## config.mk

```make
export PLATFORM = sky130hd
export DESIGN_NAME = axi_wr_arbiter
export DESIGN_NICKNAME = d
export VERILOG_FILES = /design/src/rtl/axi_wr_arbiter_pkg.sv /design/src/rtl/axi_wr_arbiter_rr_pick.sv /design/src/rtl/axi_wr_arbiter.sv
export SDC_FILE = /design/constraint.sdc
export NUM_CORES = 1
export LEC_CHECK = 0
export BUFFER_PORTS_ARGS = -buffer_cell sky130_fd_sc_hd__clkbuf_2
export CAP_MARGIN = 40
export CORE_AREA = 2 2 92 94
export DETAILED_ROUTE_END_ITERATION = 10
export DIE_AREA = 0 0 94 96
export PLACE_DENSITY_LB_ADDON = 0.05
export SLEW_MARGIN = 25
export SYNTH_ARGS = -nofsm -noshare
export SYNTH_HDL_FRONTEND = slang
export SYNTH_SLANG_ARGS = --single-unit
```

## constraint.sdc

```tcl
create_clock -name clk_i -period 4 [get_ports clk_i]
set_input_delay 1 -clock clk_i [delete_from_list [all_inputs] [get_ports clk_i]]
set_output_delay 1 -clock clk_i [all_outputs]
set_load 0.02 [all_outputs]
```

## src/rtl/axi_wr_arbiter_pkg.sv

```systemverilog
// Shared types and constants for the AXI write arbiter.
// Holds the FSM state encoding and AXI B response codes.
package axi_wr_arbiter_pkg;

  typedef enum logic [1:0] {
    ST_IDLE = 2'd0,
    ST_ADDR = 2'd1,
    ST_DATA = 2'd2,
    ST_RESP = 2'd3
  } state_e;

  localparam logic [1:0] RESP_OKAY   = 2'b00;
  localparam logic [1:0] RESP_SLVERR = 2'b10;

endpackage

```

## src/rtl/axi_wr_arbiter_rr_pick.sv

```systemverilog
// Combinational round-robin picker: first set req bit at or above ptr_i, wrapping.
// Ports: req_i (request vector), ptr_i (start index), gnt_o (one-hot), idx_o (index).
module axi_wr_arbiter_rr_pick #(
  parameter int N  = 2,
  parameter int IW = $clog2(N)
) (
  input  logic [N-1:0]  req_i,
  input  logic [IW-1:0] ptr_i,
  output logic [N-1:0]  gnt_o,
  output logic [IW-1:0] idx_o
);

  logic          found;
  int            pos;
  logic [IW-1:0] cand;

  always_comb begin
    gnt_o = '0;
    idx_o = '0;
    found = 1'b0;
    pos   = 0;
    cand  = '0;
    for (int k = 0; k < N; k++) begin
      pos = int'(ptr_i) + k;
      if (pos >= N) pos = pos - N;
      cand = IW'(pos);
      if (!found && req_i[cand]) begin
        found       = 1'b1;
        gnt_o[cand] = 1'b1;
        idx_o       = cand;
      end
    end
  end

endmodule

```

## src/rtl/axi_wr_arbiter.sv

```systemverilog
// N-to-1 AXI write arbiter, one transaction in flight, round-robin grant in IDLE.
// Ports: req_* per-requester AW/W/B, mst_* downstream AW/W/B, grant_o owner, busy_o.
module axi_wr_arbiter
  import axi_wr_arbiter_pkg::*;
#(
  parameter int NUM_REQ    = 2,
  parameter int ADDR_WIDTH = 32,
  parameter int DATA_WIDTH = 32
) (
  input  logic                            clk_i,
  input  logic                            rst_i,
  input  logic [NUM_REQ-1:0]              req_aw_valid_i,
  input  logic [NUM_REQ*ADDR_WIDTH-1:0]   req_aw_addr_i,
  output logic [NUM_REQ-1:0]              req_aw_ready_o,
  input  logic [NUM_REQ-1:0]              req_w_valid_i,
  input  logic [NUM_REQ*DATA_WIDTH-1:0]   req_w_data_i,
  input  logic [NUM_REQ*DATA_WIDTH/8-1:0] req_w_strb_i,
  input  logic [NUM_REQ-1:0]              req_w_last_i,
  output logic [NUM_REQ-1:0]              req_w_ready_o,
  output logic [NUM_REQ-1:0]              req_b_valid_o,
  output logic [1:0]                      req_b_resp_o,
  input  logic [NUM_REQ-1:0]              req_b_ready_i,
  output logic                            mst_aw_valid_o,
  output logic [ADDR_WIDTH-1:0]           mst_aw_addr_o,
  input  logic                            mst_aw_ready_i,
  output logic                            mst_w_valid_o,
  output logic [DATA_WIDTH-1:0]           mst_w_data_o,
  output logic [DATA_WIDTH/8-1:0]         mst_w_strb_o,
  output logic                            mst_w_last_o,
  input  logic                            mst_w_ready_i,
  input  logic                            mst_b_valid_i,
  input  logic [1:0]                      mst_b_resp_i,
  output logic                            mst_b_ready_o,
  output logic [NUM_REQ-1:0]              grant_o,
  output logic                            busy_o
);

  localparam int IW = $clog2(NUM_REQ);
  localparam int SW = DATA_WIDTH / 8;

  state_e               state_q;
  logic [NUM_REQ-1:0]   grant_q;
  logic [IW-1:0]        gidx_q;
  logic [IW-1:0]        rr_ptr_q;
  logic [IW-1:0]        rr_ptr_d;

  logic [NUM_REQ-1:0]   pick_gnt;
  logic [IW-1:0]        pick_idx;

  logic                 sel_aw_valid;
  logic [ADDR_WIDTH-1:0] sel_aw_addr;
  logic                 sel_w_valid;
  logic [DATA_WIDTH-1:0] sel_w_data;
  logic [SW-1:0]        sel_w_strb;
  logic                 sel_w_last;
  logic                 sel_b_ready;

  logic st_addr;
  logic st_data;
  logic st_resp;

  axi_wr_arbiter_rr_pick #(
    .N  (NUM_REQ),
    .IW (IW)
  ) u_rr_pick (
    .req_i (req_aw_valid_i),
    .ptr_i (rr_ptr_q),
    .gnt_o (pick_gnt),
    .idx_o (pick_idx)
  );

  // One-hot grant mux of the owner's channels.
  always_comb begin
    sel_aw_valid = 1'b0;
    sel_aw_addr  = '0;
    sel_w_valid  = 1'b0;
    sel_w_data   = '0;
    sel_w_strb   = '0;
    sel_w_last   = 1'b0;
    sel_b_ready  = 1'b0;
    for (int i = 0; i < NUM_REQ; i++) begin
      if (grant_q[i]) begin
        sel_aw_valid = req_aw_valid_i[i];
        sel_aw_addr  = req_aw_addr_i[i*ADDR_WIDTH +: ADDR_WIDTH];
        sel_w_valid  = req_w_valid_i[i];
        sel_w_data   = req_w_data_i[i*DATA_WIDTH +: DATA_WIDTH];
        sel_w_strb   = req_w_strb_i[i*SW +: SW];
        sel_w_last   = req_w_last_i[i];
        sel_b_ready  = req_b_ready_i[i];
      end
    end
  end

  assign st_addr = (state_q == ST_ADDR);
  assign st_data = (state_q == ST_DATA);
  assign st_resp = (state_q == ST_RESP);

  assign rr_ptr_d = (gidx_q == IW'(NUM_REQ - 1)) ? '0 : gidx_q + IW'(1);

  assign mst_aw_valid_o = st_addr & sel_aw_valid;
  assign mst_aw_addr_o  = st_addr ? sel_aw_addr : '0;
  assign req_aw_ready_o = {NUM_REQ{st_addr & mst_aw_ready_i}} & grant_q;

  assign mst_w_valid_o  = st_data & sel_w_valid;
  assign mst_w_data_o   = st_data ? sel_w_data : '0;
  assign mst_w_strb_o   = st_data ? sel_w_strb : '0;
  assign mst_w_last_o   = st_data & sel_w_last;
  assign req_w_ready_o  = {NUM_REQ{st_data & mst_w_ready_i}} & grant_q;

  assign req_b_valid_o  = {NUM_REQ{st_resp & mst_b_valid_i}} & grant_q;
  assign req_b_resp_o   = st_resp ? mst_b_resp_i : RESP_OKAY;
  assign mst_b_ready_o  = st_resp & sel_b_ready;

  assign grant_o = grant_q;
  assign busy_o  = (state_q != ST_IDLE);

  always_ff @(posedge clk_i) begin
    if (rst_i) begin
      state_q  <= ST_IDLE;
      grant_q  <= '0;
      gidx_q   <= '0;
      rr_ptr_q <= '0;
    end else begin
      case (state_q)
        ST_IDLE: begin
          if (|req_aw_valid_i) begin
            grant_q <= pick_gnt;
            gidx_q  <= pick_idx;
            state_q <= ST_ADDR;
          end
        end
        ST_ADDR: begin
          if (mst_aw_valid_o && mst_aw_ready_i) state_q <= ST_DATA;
        end
        ST_DATA: begin
          if (mst_w_valid_o && mst_w_ready_i && mst_w_last_o)
            state_q <= ST_RESP;
        end
        ST_RESP: begin
          if (mst_b_valid_i && mst_b_ready_o) begin
            state_q  <= ST_IDLE;
            grant_q  <= '0;
            rr_ptr_q <= rr_ptr_d;
          end
        end
        default: state_q <= ST_IDLE;
      endcase
    end
  end

endmodule

```

==> results of run 1 <==
## sequential cells by signal (all words and copies together), names as in the netlist
signal / cells
grant_o: 2
state_q: 2
rr_ptr_q: 1
gidx_q: 1
## worst reg2reg max path, delay by kind of cell, from the launching register on
family	cells	cell delay [ns]
flops	1	0.33
fa+ha+maj	1	0.48
buf+inv	2	0.45
compound gates	2	0.32
simple gates	1	0.22
## placed cells by master, fill, tap and decap left out, types with 2 or more instances in the layout
cell type / count
nor2_1: 3
nor2b_1: 71
nand2b_1: 2
a21oi_1: 4
dfxtp_1: 5
nand2_1: 8
clkbuf_8: 3
nand3b_1: 2
inv_1: 5
clkbuf_2: 233
and2_1: 2
nand3_1: 3
a22oi_1: 69
buf_4: 4
ha_1: 5
nand4_1: 2
and3_1: 7
a21boi_0: 3
## layout make-up
| class | instances | area [µm²] |
|---|---|---|
| Clock buffer | 3 | 41.29 |
| Sequential cell | 6 | 121.4 |
| Multi-Input combinational cell | 196 | 1364 |
| Inverter | 5 | 18.77 |
| Tap cell | 105 | 131.4 |
| Fill cell | 897 | 5159 |
| Timing Repair Buffer | 238 | 1216 |
## metrics by stage
step | setup WS [ns] | hold slack [ns] | util [%] | area, µm² | total power (W)
CTS | 0.9030 | 0.4544 | 35.68 | 2873 | 0.001190
global placement | 1.182 | 0.4481 | 35.17 | 2831 | 0.001094
finish | 0.8963 | 0.4529 | 35.93 | 2893 | 0.001184
global route | 0.7200 | 0.4715 | 35.93 | 2893 | 0.001293
floorplan | 1.385 | 0.4079 | - | 1652 | 0.0008377
detailed placement | 1.152 | 0.4461 | 35.17 | 2831 | 0.001093
## power groups by stage
stage	sequential, W	clock [W]	combinational [W]
2_1_floorplan	0.0000983	0	0.000739
6_report	0.000101	0.0000919	0.000991
3_5_place_dp	0.000102	0	0.000991
5_1_grt	0.000103	0.0000997	0.00109
4_1_cts	0.000101	0.0000948	0.000994
3_3_place_gp	0.000101	0	0.000993
## final timing paths
check	from	end	slack, ns
min	gidx_q	rr_ptr_q	0.45
max reg2reg	state_q[0]	state_q[0]	2.09
min reg2reg	gidx_q	rr_ptr_q	0.45
max	grant_o[0]	mst_aw_addr_o[0]	0.90
## kinds of logic (layout without fill, tap and decap cells)
family	after synthesis	after routing	share of synthesized area, %
flops	6	6	7.273
simple gates	105	105	39.24
fa+ha+maj	5	5	3.788
buf+inv	32	246	10.23
compound gates	86	86	39.47
## layer usage
metal	up-vias	routed length [µm]	track usage [%]
li1	1287	-	-
met1	1137	3092	18.40
met2	130	4160	28.69
met3	4	637	2.506
met4	0	34	2.174
met5	-	0	0
==> implementation parameters, run 1 <==
Parameter                              Value

Clocking
  Hold buffer count at CTS    0
  Master cell of the clock root buffer    clkbuf_8
  Post-CTS resize count    0
  Clock tree from TritonCTS    yes
  Number of H-tree levels    1
  Clock tree sinks    6
  Clock tree buffer depth    2
  Insertion delay of the later-clocked pin in the worst-skew pair    0.22 ns
  Clock Pin Slew Worst Setup and Hold Paths    0.04 ns
  Total CTS buffers    3
  Post-CTS setup-driven buffer insertion count    0

Yosys
  Post-synth top flop    dfxtp_1
  Async set or reset register ratio after synthesis    0%
  Flops & latches, synth    6
  Proportion of netlist area held by the largest area contributor    31.36%
  Yosys warnings    0
  Top cells by count, synth    nor2b_1 (71), a22oi_1 (69), buf_2 (12)
  Most area-hungry cell type in the Yosys netlist    a22oi_1
  Most area-consuming cells after synthesis    a22oi_1 (31%), nor2b_1 (27%), dfxtp_1 (7.3%)
  Register area share after synthesis    7.273%
  Count of mapped cells out of synthesis    234
  Netlist area before placement    0.001652 mm²
  Post-synth EDFFs    0
  Mean area per synthesized cell    7.058 µm²
  Syn_nets    390
  Most used standard cell by instance count after synthesis    nor2b_1
  Distinct cell type count of the synthesized netlist    34

Setup path
  Number of gates on the worst path with buffers counted    5
  Delay of the slowest cell on the worst path    0.56 ns
  Kind of capture point of the worst setup path    output port
  Worst path slowest cell    buf_4
  Crit-path leading delay family    buffers and inverters
  Sort of element at the start of the critical path    flop
  CP Data Required Time    3.00 ns
  Crit path buffers/inverters    2
  Maximum fanout along the worst path    69
  Cells traversed along the worst timing path    and2b_2 -> buf_4 -> a22oi_1 -> nor2b_1 -> clkbuf_2
  Worst Path Arrival    2.10 ns
  Number of cells on the worst reg-to-reg path    6
  Crit Path Category    reg -> out

Placed design
  Number of buffers inserted by port buffering    233
  GP Congestion    0.7373
  Post-Place Cells    549
  Post-detail-place hpwl    6235 µm

Hold path
  Hold crit path type    reg -> reg
  Min-Delay Path Depth    1

Final layout
  Layout cell share with drive strength beyond 1    55.13%
  Count of placed standard cells in the final layout, fillers left out    553
  Net count of the finished layout    606
  Number of inserted diodes    0
  Area Growth Syn to Fin    75.15%

Global routing
  Via count of the first global-routing pass    2245
  Leftover overflow at the end of global routing    0
  Number of antenna violations at the first check in global routing    0
  First-pass GRT wire length    11120 µm
  Largest net degree at the start of global routing    85
  Total GRT Usage    15.19%

Power
  Power density cells    409.2 mW/mm²
  Worst vdd ir    220.3 µV
  Switching power share of the total    53.13%
  Switching pwr    0.0006289 W
  Seq pwr share    8.5%
  Cell-internal power    0.0005548 W
  Static leakage    1.492 nW
  Comb pwr share    83.7%
  Proportion of power drawn by the clock network    7.8%

STA
  Worst rel slew slack    50.19%
  Final Hold Violating Endpoints    0
  Post-route setup TNS    0 ns
  Setup repair after global routing missed its margin    false
  Total of endpoints with negative setup slack in the final report    0
  Achievable Freq    322.2 MHz
  Final worst path period share    77.59%
  Max Transition Viols Final    0
  Worst Max-Slew Pin Slew    0.7471 ns
  Fin crit period    3.104 ns
  Fin Clk Skew    0.001123 ns

Route
  Detailed-route wire length per cell    14.33 µm
  First-pass iteration count of the detailed router    4
  Initial detailed-routing violation count    114
  Antenna-violating nets left    0
  Via count of the routed design    2558
  WL final    7926 µm
  Count of unresolved DRC violations after routing    0
  Via-per-instance ratio    4.626

Die
  Chip Height    96 µm
  Area of the die    0.009024 mm²
  # IOs    234
  Core Region    0.008051 mm²
  Initial Util    20.51%
  Row count    33
  X dimension of the die    94 µm

Run status
  Outcome    finished, final reports clean

Run
  Number of max-cap violations    0
(Power assumes the default switching activity.)
==> run 2: changes to the inputs <==
CORE_AREA = 2 2 91 93   (was 2 2 92 94)
DIE_AREA = 0 0 93 95   (was 0 0 94 96)
clock period = 3.2 ns   (was 4 ns; I/O delays follow)
==> run 2 against run 1 <==
Compared with the run above:
- non-clock buffer count up 1
- wire length down 1.8%
- clock skew down 0.00054 ns
- clock power up 25%
- total power up 27%
- final cell count up 0.18%
- utilization up 0.81 points
- flip-flop and latch count unchanged
- register-to-register slack worse by 0.60 ns
- final area up 0.69%
- sequential share of layout area about the same
- die area down 2.1%
- largest power group unchanged
- highest routed layer unchanged
==> implementation parameters, run 2 (synthesis gave the netlist of run 1 again) <==
Parameter                              Value

Run status
  Outcome    finished, final reports clean (unchanged)

Route
  Via count of the routed design    2580 (was 2558)
  Count of unresolved DRC violations after routing    0 (unchanged)
  First-pass iteration count of the detailed router    4 (unchanged)
  Detailed-route wire length per cell    14.05 µm (was 14.33 µm)
  Antenna-violating nets left    0 (unchanged)
  WL final    7782 µm (was 7926 µm)
  Via-per-instance ratio    4.657 (was 4.626)
  Initial detailed-routing violation count    78 (was 114)

STA
  Fin Clk Skew    0.0005820 ns (was 0.001123 ns)
  Total of endpoints with negative setup slack in the final report    0 (unchanged)
  Max Transition Viols Final    0 (unchanged)
  Achievable Freq    375.3 MHz
  Final Hold Violating Endpoints    0 (unchanged)
  Post-route setup TNS    0 ns (unchanged)
  Worst rel slew slack    75.46% (was 50.19%)
  Worst Max-Slew Pin Slew    0.3676 ns (was 0.7471 ns)
  Setup repair after global routing missed its margin    false (unchanged)
  Final worst path period share    83.27%
  Fin crit period    2.664 ns
  Final worst hold slack    0.4611 ns (was 0.4529 ns)

Die
  Row count    33 (unchanged)
  Initial Util    20.83% (was 20.51%)
  Core Region    0.007928 mm² (was 0.008051 mm²)
  X dimension of the die    93 µm (was 94 µm)
  Chip Height    95 µm (was 96 µm)
  Area of the die    0.008835 mm² (was 0.009024 mm²)
  # IOs    234 (unchanged)

Setup path
  Delay of the slowest cell on the worst path    0.53 ns (was 0.56 ns)
  Crit path buffers/inverters    2 (unchanged)
  CP Data Required Time    2.40 ns (was 3.00 ns)
  Sort of element at the start of the critical path    flop (unchanged)
  Cells traversed along the worst timing path    and2b_2 -> buf_12 -> a22oi_1 -> nor2b_1 -> clkbuf_2 (was and2b_2 -> buf_4 -> a22oi_1 -> nor2b_1 -> clkbuf_2)
  Kind of capture point of the worst setup path    output port (unchanged)
  Worst Path Arrival    1.86 ns (was 2.10 ns)
  Worst path slowest cell    dfxtp_1 (was buf_4)
  Crit Path Category    reg -> out (unchanged)
  Crit-path leading delay family    simple AND/OR/NAND/NOR gates (was buffers and inverters)
  Maximum fanout along the worst path    41 (was 69)

Final layout
  Layout cell share with drive strength beyond 1    55.23% (was 55.13%)
  Fillers    880 (was 897)
  Most common library cell in the layout ignoring fill and taps    clkbuf_2 (unchanged)
  Net count of the finished layout    607 (was 606)
  Count of placed standard cells in the final layout, fillers left out    554 (was 553)
  Top library cells by usage in the layout, fill and taps aside    clkbuf_2 (233), nor2b_1 (71), a22oi_1 (69) (unchanged)
  Area Growth Syn to Fin    76.36% (was 75.15%)
  Number of inserted diodes    0 (unchanged)

Power
  Power density cells    515.3 mW/mm² (was 409.2 mW/mm²)
  Static leakage    1.501 nW (was 1.492 nW)
  Worst vdd ir    228.5 µV (was 220.3 µV)

Global routing
  First-pass GRT wire length    11180 µm (was 11120 µm)
  Via count of the first global-routing pass    2308 (was 2245)
  Number of antenna violations at the first check in global routing    0 (unchanged)
  Total GRT Usage    15.40% (was 15.19%)
  Largest net degree at the start of global routing    85 (unchanged)
  Leftover overflow at the end of global routing    0 (unchanged)

Clocking
  Clock tree buffer depth    2 (unchanged)
  Insertion delay of the later-clocked pin in the worst-skew pair    0.22 ns (about the same)
  Clock tree sinks    6 (unchanged)
  Clock tree from TritonCTS    yes (unchanged)
  Total CTS buffers    3 (unchanged)
  Clock Pin Slew Worst Setup and Hold Paths    0.04 ns (about the same)
  Master cell of the clock root buffer    clkbuf_8 (unchanged)
  Post-CTS resize count    0 (unchanged)
  Number of H-tree levels    1 (unchanged)
  Post-CTS setup-driven buffer insertion count    0 (unchanged)
  Hold buffer count at CTS    0 (unchanged)

Hold path
  Hold crit path type    reg -> reg (unchanged)

Placed design
  GP Congestion    0.7559 (was 0.7373)
  Post-Place Cells    551 (was 549)
  Number of buffers inserted by port buffering    233 (unchanged)
  Post-detail-place hpwl    6145 µm (was 6235 µm)

Run
  Number of max-cap violations    0 (unchanged)
run 2: changes by cell type in the layout (fill, tap and decap cells not counted), sizes merged:
cell and delta:
buf +1
run 2: where the power goes:
| part | switching [W] | total [W] | internal, W | leakage [nW] |
|---|---|---|---|---|
| clock | 0.0000337 | 0.000115 | 0.0000809 | 0.0216 |
| sequential | 0.0000300 | 0.000128 | 0.0000984 | 0.0498 |
| combinational | 0.000723 | 0.00126 | 0.000535 | 1.43 |
| total | 0.000787 | 0.00150 | 0.000714 | 1.50 |
run 2: through the flow:
stage | setup WS, ns | util (%) | area, µm² | power (W)
floorplan | 0.8715 | - | 1652 | 0.001047
global placement | 0.7849 | 36.22 | 2872 | 0.001395
detailed placement | 0.7778 | 36.22 | 2872 | 0.001400
CTS | 0.5405 | 36.74 | 2913 | 0.001520
global route | 0.3897 | 36.74 | 2913 | 0.001647
finish | 0.5355 | 36.74 | 2913 | 0.001501
run 2: worst paths after layout:
kind | cells past startpoint | slack [ns] | to | from
worst max register to register | 6 | 1.49 | state_q[1] | state_q[1]
worst min register to register | 1 | 0.46 | rr_ptr_q | gidx_q
worst min-delay path | 1 | 0.46 | rr_ptr_q | gidx_q
worst max-delay path | 5 | 0.54 | mst_aw_addr_o[30] | grant_o[0]
run 2: layer usage:
metal	global-route usage [%]	wire length, µm
met1	18.57	3072
met2	29.05	4017
met3	2.155	615
met4	3.064	76
met5	0	0
run 2: worst register-to-register path, cell delays in order (launching register included):
cell,delay (ns)
dfxtp_1,0.34
inv_1,0.11
ha_1,0.30
a21boi_1,0.18
a221oi_2,0.35
and3_1,0.25
o31ai_2,0.06
run 2: cell type report:
| cell class | instances | area, µm² | share of cell area (%) |
|---|---|---|---|
| sequential | 6 | 121.4 | 4.167 |
| multi-input combinational | 196 | 1364 | 46.82 |
| timing repair buffer | 239 | 1236 | 42.44 |
| inverter | 5 | 18.77 | 0.6443 |
| clock buffer | 3 | 41.29 | 1.418 |
| tap | 105 | 131.4 | 4.510 |
==> run 3: changes to the inputs <==
CORE_AREA = 2 2 90 92   (was 2 2 91 93)
DIE_AREA = 0 0 92 94   (was 0 0 93 95)
clock period = 2.2 ns   (was 3.2 ns; I/O delays follow)
==> run 3 against run 2 <==
Compared with the run above:
- die area shrank 2.1%
- first-iteration DRC count shrank 31%
- largest power group unchanged
- sequential share of layout area is essentially flat
- utilization grew 1.7 points
- final area grew 0.34%
- sequential power grew 31%
- global-route usage grew 2.0 points
==> implementation parameters, run 3 (synthesis gave the netlist of run 1 again) <==
Parameter                              Value

Clocking
  Clock tree buffer depth    2 (unchanged)
  Clock Pin Slew Worst Setup and Hold Paths    0.04 ns (about the same)
  Insertion delay of the later-clocked pin in the worst-skew pair    0.22 ns (about the same)
  Number of H-tree levels    1 (unchanged)
  Clock tree from TritonCTS    yes (unchanged)
  Clock tree sinks    6 (unchanged)
  Post-CTS setup-driven buffer insertion count    0 (unchanged)
  Total CTS buffers    3 (unchanged)
  Master cell of the clock root buffer    clkbuf_8 (unchanged)

Setup path
  Sort of element at the start of the critical path    flop (unchanged)
  Crit. Startpoint    state_q[0] (was grant_o[0])
  Kind of capture point of the worst setup path    output port (unchanged)
  Maximum fanout along the worst path    36 (was 41)
  CP Data Required Time    1.65 ns (was 2.40 ns)
  R2r startpoint    state_q[1] (unchanged)
  Worst Path Arrival    1.52 ns (was 1.86 ns)
  Crit Path Category    reg -> out (unchanged)

Die
  # IOs    234 (unchanged)
  Initial Util    21.71% (was 20.83%)
  X dimension of the die    92 µm (was 93 µm)
  Chip Height    94 µm (was 95 µm)
  Core Region    0.007607 mm² (was 0.007928 mm²)
  Area of the die    0.008648 mm² (was 0.008835 mm²)
  Row count    32 (was 33)

STA
  Final worst path period share    93.93%
  Fin Clk Skew    0.002782 ns (was 0.0005820 ns)
  Final WS setup    0.1336 ns (was 0.5355 ns)
  Post-route setup TNS    0 ns (unchanged)
  Final worst hold slack    0.4568 ns (was 0.4611 ns)
  Achievable Freq    483.9 MHz
  Worst Max-Slew Pin Slew    0.3798 ns (was 0.3676 ns)
  Total of endpoints with negative setup slack in the final report    0 (unchanged)
  Setup repair after global routing missed its margin    false (unchanged)
  Max Transition Viols Final    0 (unchanged)
  Fin crit period    2.066 ns
  Final Hold Violating Endpoints    0 (unchanged)
  Worst rel slew slack    74.68% (was 75.46%)

Route
  Antenna-violating nets left    0 (unchanged)
  WL final    8111 µm (was 7782 µm)
  Count of unresolved DRC violations after routing    0 (unchanged)
  Via count of the routed design    2601 (was 2580)
  Via-per-instance ratio    4.695 (was 4.657)
  Detailed-route wire length per cell    14.64 µm (was 14.05 µm)
  First-pass iteration count of the detailed router    5 (was 4)
  Initial detailed-routing violation count    54 (was 78)

Hold path
  Hold crit path type    reg -> reg (unchanged)
  Hold Crit Start    gidx_q (unchanged)

Power
  Power density cells    757.5 mW/mm² (was 515.3 mW/mm²)
  Worst vdd ir    273.2 µV (was 228.5 µV)
  Static leakage    1.514 nW (was 1.501 nW)

Global routing
  Leftover overflow at the end of global routing    0 (unchanged)
  Total GRT Usage    17.39% (was 15.40%)
  Number of antenna violations at the first check in global routing    0 (unchanged)
  First-pass GRT wire length    12310 µm (was 11180 µm)
  Largest net degree at the start of global routing    53 (was 85)
  Via count of the first global-routing pass    2386 (was 2308)

Final layout
  Area Growth Syn to Fin    76.97% (was 76.36%)
  Layout cell share with drive strength beyond 1    55.53% (was 55.23%)
  Final core utilization    38.42% (was 36.74%)
  Number of inserted diodes    0 (unchanged)
  Most common library cell in the layout ignoring fill and taps    clkbuf_2 (unchanged)
  Top library cells by usage in the layout, fill and taps aside    clkbuf_2 (233), nor2b_1 (71), a22oi_1 (69) (unchanged)
  Fillers    851 (was 880)
  Count of placed standard cells in the final layout, fillers left out    554 (unchanged)
  Net count of the finished layout    610 (was 607)

Placed design
  GP Congestion    0.7636 (was 0.7559)
  Worst slack at placement    0.3617 ns (was 0.7778 ns)
  Post-Place Cells    551 (unchanged)
  Number of buffers inserted by port buffering    233 (unchanged)
  Post-detail-place hpwl    6547 µm (was 6145 µm)

Run status
  Outcome    finished, final reports clean (unchanged)

Run
  Number of max-cap violations    0 (unchanged)
==> run 3: changes by cell type in the layout (fill, tap and decap cells not counted), sizes merged <==
cell and change:
buf +3
==> run 3: final timing paths <==
kind | endpoint | cells after the start | slack (ns)
max | mst_w_data_o[9] | 5 | 0.13
min | rr_ptr_q | 1 | 0.46
max reg2reg | state_q[1] | 7 | 0.39
min reg2reg | rr_ptr_q | 1 | 0.46
==> run 3: critical path, stage by stage, from the launching register on <==
cell and delay, ns:
dfxtp_1 0.33, inv_1 0.11, ha_1 0.17, buf_4 0.28, nor2b_1 0.21, clkbuf_2 0.19
==> run 3: final cells by class <==
| type | instances | area [µm²] | area share (%) |
|---|---|---|---|
| clock buffer | 3 | 41.29 | 1.413 |
| inverter | 5 | 18.77 | 0.6421 |
| multi-input combinational | 196 | 1364 | 46.66 |
| sequential | 6 | 121.4 | 4.152 |
| tap | 102 | 127.6 | 4.366 |
| timing repair buffer | 242 | 1250 | 42.77 |
==> run 3: where the power goes <==
group          switching (W)  internal (W)  total, W
clock              0.0000437      0.000117  0.000161
combinational        0.00109      0.000795   0.00189
sequential         0.0000246      0.000143  0.000168
==> run 3: stage by stage <==
stage	power [W]	instance area, µm²
floorplan	0.001523	1652
global placement	0.002061	2878
detailed placement	0.002064	2878
CTS	0.002234	2919
global route	0.002429	2923
finish	0.002214	2923
==> run 3: routing by layer <==
metal	vias up	part of all wire, %	routed length [µm]	global-route usage [%]
met3	4	8.6	701	3.692
met4	0	0.63	51	2.363
met2	134	53	4268	32.41
met1	1169	38	3090	20.95
met5	-	0	0	0
li1	1294	-	-	-
==> run 3: repair_timing <==
action                                 CTS  global route
resized for setup                        0             1
setup endpoints to repair                0             6
hold buffers                             0             0
endpoints found under the hold margin    0             0
